==> src/rtl/serial_word_receiver.sv <==
// serial_word_receiver
//   Collects a framed, LSB-first serial bit stream into a WIDTH-bit word and
//   presents it on a double-buffered parallel port with a valid/ready
//   handshake. A new frame can shift in while the previous word waits.
//
// Ports
//   clk        rising-edge clock
//   reset      asynchronous active-low reset
//   sin        serial data bit
//   sin_valid  sin is sampled on this edge
//   start      first bit of a frame (only with sin_valid)
//   out_ready  consumer takes p_out on this edge
//   ovr_clr    clears the sticky overrun flag
//   p_out      last completed word
//   out_valid  p_out holds an unconsumed word
//   overrun    sticky: a completed word was dropped
//   busy       a frame is in progress
//   bit_count  bits accepted in the current frame
module serial_word_receiver #(
    parameter int WIDTH = 32  // 2..32
) (
    input  logic             clk,
    input  logic             reset,
    input  logic             sin,
    input  logic             sin_valid,
    input  logic             start,
    input  logic             out_ready,
    input  logic             ovr_clr,
    output logic [WIDTH-1:0] p_out,
    output logic             out_valid,
    output logic             overrun,
    output logic             busy,
    output logic [5:0]       bit_count
);

    localparam logic [5:0] LAST = 6'(WIDTH - 1);

    typedef enum logic {IDLE, SHIFT} state_t;

    state_t           state, state_nxt;
    logic [WIDTH-1:0] sreg;
    logic [WIDTH-1:0] sreg_nxt;
    logic             accept;    // bit shifts into sreg this edge
    logic             restart;   // bit becomes bit 0 of a fresh frame
    logic             complete;  // this accept finishes the word
    logic             load;      // completed word moves into p_out

    always_ff @(posedge clk or negedge reset) begin
        if (!reset) state <= IDLE;
        else        state <= state_nxt;
    end

    always_comb begin
        state_nxt = state;
        accept    = 1'b0;
        restart   = 1'b0;
        complete  = 1'b0;
        case (state)
            IDLE: begin
                // Bits outside a frame are dropped until a start bit shows up.
                if (sin_valid && start) begin
                    accept    = 1'b1;
                    restart   = 1'b1;
                    state_nxt = SHIFT;
                end
            end
            SHIFT: begin
                if (sin_valid) begin
                    accept = 1'b1;
                    if (start) begin
                        // Stale partial frame is simply overwritten by the
                        // next WIDTH shifts; nothing else to clean up.
                        restart = 1'b1;
                    end else if (bit_count == LAST) begin
                        complete  = 1'b1;
                        state_nxt = IDLE;
                    end
                end
            end
            default: state_nxt = IDLE;
        endcase
    end

    assign sreg_nxt = {sin, sreg[WIDTH-1:1]};
    // A word still pending may be taken on the completion edge itself,
    // which frees the buffer for the new word.
    assign load     = complete && (!out_valid || out_ready);
    assign busy     = (state == SHIFT);

    always_ff @(posedge clk or negedge reset) begin
        if (!reset) begin
            sreg      <= '0;
            bit_count <= '0;
            p_out     <= '0;
            out_valid <= 1'b0;
            overrun   <= 1'b0;
        end else begin
            if (accept) sreg <= sreg_nxt;

            if (restart)       bit_count <= 6'd1;
            else if (complete) bit_count <= '0;
            else if (accept)   bit_count <= bit_count + 6'd1;

            if (load) begin
                p_out     <= sreg_nxt;
                out_valid <= 1'b1;
            end else if (out_ready) begin
                out_valid <= 1'b0;
            end

            // Set beats clear when both land on the same edge.
            if (complete && out_valid && !out_ready) overrun <= 1'b1;
            else if (ovr_clr)                         overrun <= 1'b0;
        end
    end

endmodule

==> config.mk <==
export PLATFORM = sky130hd
export DESIGN_NAME = serial_word_receiver
export DESIGN_NICKNAME = d
export VERILOG_FILES = /design/src/rtl/serial_word_receiver.sv
export SDC_FILE = /design/constraint.sdc
export NUM_CORES = 1
export LEC_CHECK = 0
export CORE_AREA = 2 2 110 112
export DETAILED_ROUTE_END_ITERATION = 7
export DIE_AREA = 0 0 112 114
export GPL_TIMING_DRIVEN = 0
export SYNTH_ARGS = -nofsm -noshare
export SYNTH_HDL_FRONTEND = slang
export SYNTH_SLANG_ARGS = --single-unit
==> constraint.sdc <==
create_clock -name clk -period 1.7 [get_ports clk]
set_clock_uncertainty 0.05 [all_clocks]
set_input_delay 0.17 -clock clk [delete_from_list [all_inputs] [get_ports clk]]
set_output_delay 0.17 -clock clk [all_outputs]
set_load 0.01 [all_outputs]
After elaboration in Yosys (flattened, before gate mapping)
Cells that the tools add are included. W data, S select, Z words.

Register bits after elaboration: 73. Input bits: 7. Output and inout bits: 41. Word-level logic and storage cells: 40.

Add/sub/neg operators: 1. Eq/ne operators: 1. Muxes and demuxes: 21. Bitwise operators: 1. Reductions and logical operators: 10.

Operators by type and width (number): $mux W6 (3); $mux W1 (15); $add A6 B1 Y6 const B (1); $eq A6 B5 Y1 const B (1); $pmux W1 S2 (3); $logic_and A1 B1 Y1 (4); $reduce_bool A2 Y1 (2); $reduce_bool A3 Y1 (1); $logic_not A1 Y1 (2); $logic_or A1 B1 Y1 (1); $not A1 Y1 (1).

Longest topological paths before layout
Word-level depth: 8. Gate-level depth with buffers: 5. Mapped depth without buffers: 4.

Worst setup path after synthesis
Ideal clock, no wire load.

Path kind: reg-to-reg. Start point: register bit_count[0]. End point: register p_out[31]. Library setup time: 125 ps. Arrival time: 1744 ps. Data required time: 1525 ps. Path slack: -218 ps. Cell stages (with the launch flop): 6. Path buffers: 1. Cell sequence: dfrtp_1 ha_1 nand4bb_1 nor4b_4 buf_6 mux2_2.

Cells in the longest elaborated chain, start to end: 6.

RTL lines: from (decl) (line 33) `output logic [5:0] bit_count`; from (signal assigned) (line 102) `else if (accept) bit_count <= bit_count + 6'd1;`; $eq A6 B5 Y1 (line 74) `end else if (bit_count == LAST) begin`; $mux W1 (line 74); $mux W1 (line 70) `if (start) begin`; $mux W1 (line 68) `if (sin_valid) begin`; $mux W1 (line 58) `case (state)`; $logic_and A1 B1 Y1 (line 87) `assign load = complete && (!out_valid || out_ready);`; to (signal assigned) (line 105) `p_out <= sreg_nxt;`; to (decl) (line 29) `output logic [WIDTH-1:0] p_out,`.

Every way passes these cells. A chain may end at the register's enable or synchronous reset.

Final worst setup path
Start point: register bit_count[5]. End point: register p_out[13].

The elaborated chain is that of the path after synthesis.

==> impl_metrics.ini <==
[route]
detail-route-antenna-nets = 0
first_pass_iters = 4
drc = 0
vias = 1763
drtIter0Drc = 41
wirelength_um = 5730
wl_per_cell_um = 14.1
vias_per_cell = 4.35

[synthesis]
syn_inst = 187
ys.flop_type = dfrtp_1
synth_most_common_cell = dfrtp_1
avgSynthCellArea_um2 = 15.3
synth_top_cell_area_share_pct = 63.0
ys_ff_latch = 72
synth_area_um2 = 2860
synthTopCellsByCount = dfrtp_1 (72), mux2_2 (63), o21ai_0 (6)
syn_nets = 195
synthDistinctLibCells = 27
synthArstFlopShare_pct = 100
yosysTopAreaCell = dfrtp_1
synth_area_leaders = dfrtp_1 (63%), mux2_2 (25%), buf_6 (1.6%)
ys_seq_area_share_pct = 63.0
synth_warnings = 0
synth-edff-count = 0

[clock_tree]
cts_buffer_depth = 2
clock_sinks = 72
cts_tree = built
h-tree-depth = 3
clkTransAtPathRegs_ns = 0.06
cts_inserted_buffers = 9
cts-root-buf = clkbuf_16
clk_latency_ns = 0.32

[timing]
worst_slack_ns = -0.0419
layout_min_cycle_time_ns = 1.74
maxSlewHeadroom_pct = 70.4
layout_worst_path_cycle_share_pct = 102
hold_violations = 0
tightest_slew_ns = 0.441
rsz0062_at_grt = true
fmax_mhz = 574
fin_tns_setup_ns = -0.731
setup-violations-final = 27
drv_slew = 0

[placement]
dp_cells = 381
detailed_place_hpwl_um = 3590
numPortBuffers = 46
gp_congestion = 0.730

[global_routing]
grt_pass1_vias = 1847
grt_pass1_wl_um = 9590
antenna_found_initial = 0
grt_overflow_total = 0
track_usage_pct = 9.74
grt_max_degree = 64

[layout]
layout-drive-gt1-share_pct = 42.2
diodes = 0
area_delta_synth_final_pct = 43.9
nNetsFinal = 261
nFillCells = 1190
layout.cells.non_filler = 405

[floorplan]
floorplan.initialDensity_pct = 24.4
fp.dieW_um = 112
ioPinCount = 48
rows = 40
die_h_um = 114
fp.coreArea_um2 = 11700
dieArea_um2 = 12800

[worst_setup_path]
endpoint = p_out[13]$_DFFE_PN0P_
worstSetupPathType = reg2reg
crit-reg2reg-launch = bit_count[5]$_DFFE_PN0P_
start_kind = register
rrSetupSlack_ns = -0.04
worstRegToRegCells = 5
endpoint_kind = register
cp_data_required_time_ns = 1.86
timing.rr.end = p_out[13]$_DFFE_PN0P_
worstSetupStartpoint = bit_count[5]$_DFFE_PN0P_
worstPathMaxFanout = 10
worstPathArrival_ns = 1.90

[hold_path]
min_path_type = in2reg
hold_depth = 2

[power]
p_leak_uw = 0.00179
powerDensity_nw_per_um2 = 1200
peakVddDrop_uv = 472

[run]
max-cap-violations = 0

[status]
violations = negative setup slack
outcome = finished, violations left
## report_power, final
group          switching (uW)  internal [uW]  total, uW
sequential                267           2050       2320
combinational             197            363        560
clock                     724           1330       2050
total                    1190           3740       4930
## metal layers
metal	part of all wire (%)	up-vias	track usage, %
met4	1.9	0	5.53
met5	0	-	0
li1	-	807	-
met3	4.0	9	3.08
met2	46	41	14.2
met1	48	906	12.8
## worst max-delay path, stage by stage, from the launching register on
cell and delay (ns):
dfrtp_2 0.45, nand4bb_4 0.22, nor4b_4 0.23, buf_6 0.19, buf_12 0.15, mux2_2 0.33
## placed cells by master, fill, tap and decap left out, types with 2 or more instances in the layout
master | synthesis | final
buf_12 | 0 | 2
dfrtp_2 | 0 | 6
bufinv_16 | 0 | 2
nand3_1 | 4 | 4
mux2_4 | 0 | 21
clkbuf_16 | 0 | 9
nand2_1 | 4 | 2
nor4_1 | 2 | 2
buf_6 | 4 | 3
nand2b_1 | 3 | 3
clkdlybuf4s50_1 | 0 | 44
buf_16 | 0 | 2
inv_1 | 4 | 4
clkinvlp_4 | 0 | 3
dfrtp_1 | 72 | 66
o21ai_0 | 6 | 6
nand3b_1 | 2 | 2
o31ai_1 | 3 | 3
mux2_2 | 63 | 42
buf_4 | 0 | 7
## flip-flops by register name, indices dropped and copies added (netlist names)
| signal | cells |
|---|---|
| bit_count | 6 |
| busy | 1 |
| out_valid | 1 |
| overrun | 1 |
| p_out | 32 |
| sreg | 31 |
## kinds of logic (layout without fill, tap and decap cells)
kind of cell | Yosys count | in the layout | share of synthesized area, %
AO/OA/AOI/OAI | 17 | 17 | 3.89
AND/OR/NAND/NOR | 22 | 22 | 5.12
buffers and inverters | 12 | 83 | 2.80
multiplexers | 63 | 63 | 24.8
adder cells (fa/ha/maj) | 1 | 1 | 0.437
flip-flops | 72 | 72 | 63.0
## what timing repair did
action | 4_1_cts | 5_1_grt
buffers inserted | 6 | 0
setup endpoints to repair | 61 | 56
hold endpoints to repair | 72 | 0
gates cloned | 1 | 0
resized for setup | 25 | 20
pin swaps | 2 | 1
hold buffers | 1 | 0
## how the worst min path moves through the flow
| stage | from | to | slack, ns |
|---|---|---|---|
| after detailed placement | reset | p_out[8]$_DFFE_PN0P_ | -0.03 |
| final | start | bit_count[1]$_DFFE_PN0P_ | 0.03 |
| after global routing | start | bit_count[1]$_DFFE_PN0P_ | 0.03 |
| after floorplan | reset | bit_count[0]$_DFFE_PN0P_ | -0.18 |
| after CTS | start | bit_count[1]$_DFFE_PN0P_ | 0.02 |
| after global placement | start | bit_count[1]$_DFFE_PN0P_ | 0.35 |
## metrics by stage
stage	worst slack [ns]	power (uW)	hold WS, ns	util [%]	area [um2]
floorplan	-0.164	2620	-0.176	-	2880
global placement	-2.44	2830	0.347	30.1	3520
detailed placement	-0.550	2870	-0.0290	30.3	3550
CTS	-0.0599	4980	0.0163	34.6	4050
global route	-0.121	5190	0.0259	35.2	4120
finish	-0.0419	4930	0.0313	35.2	4120
## cell type report
type,instances,area [um2],share of cell area [%]
flip-flops and latches,72,1810,43.9
multi-input cells,103,1110,27.0
repair buffers,55,571,13.9
clock buffers,10,239,5.80
well taps,147,184,4.47
plain buffers,8,97.6,2.37
clock inverters,6,91.3,2.22
inverters,4,15.0,0.365
Power figures use the tool's default switching activity.
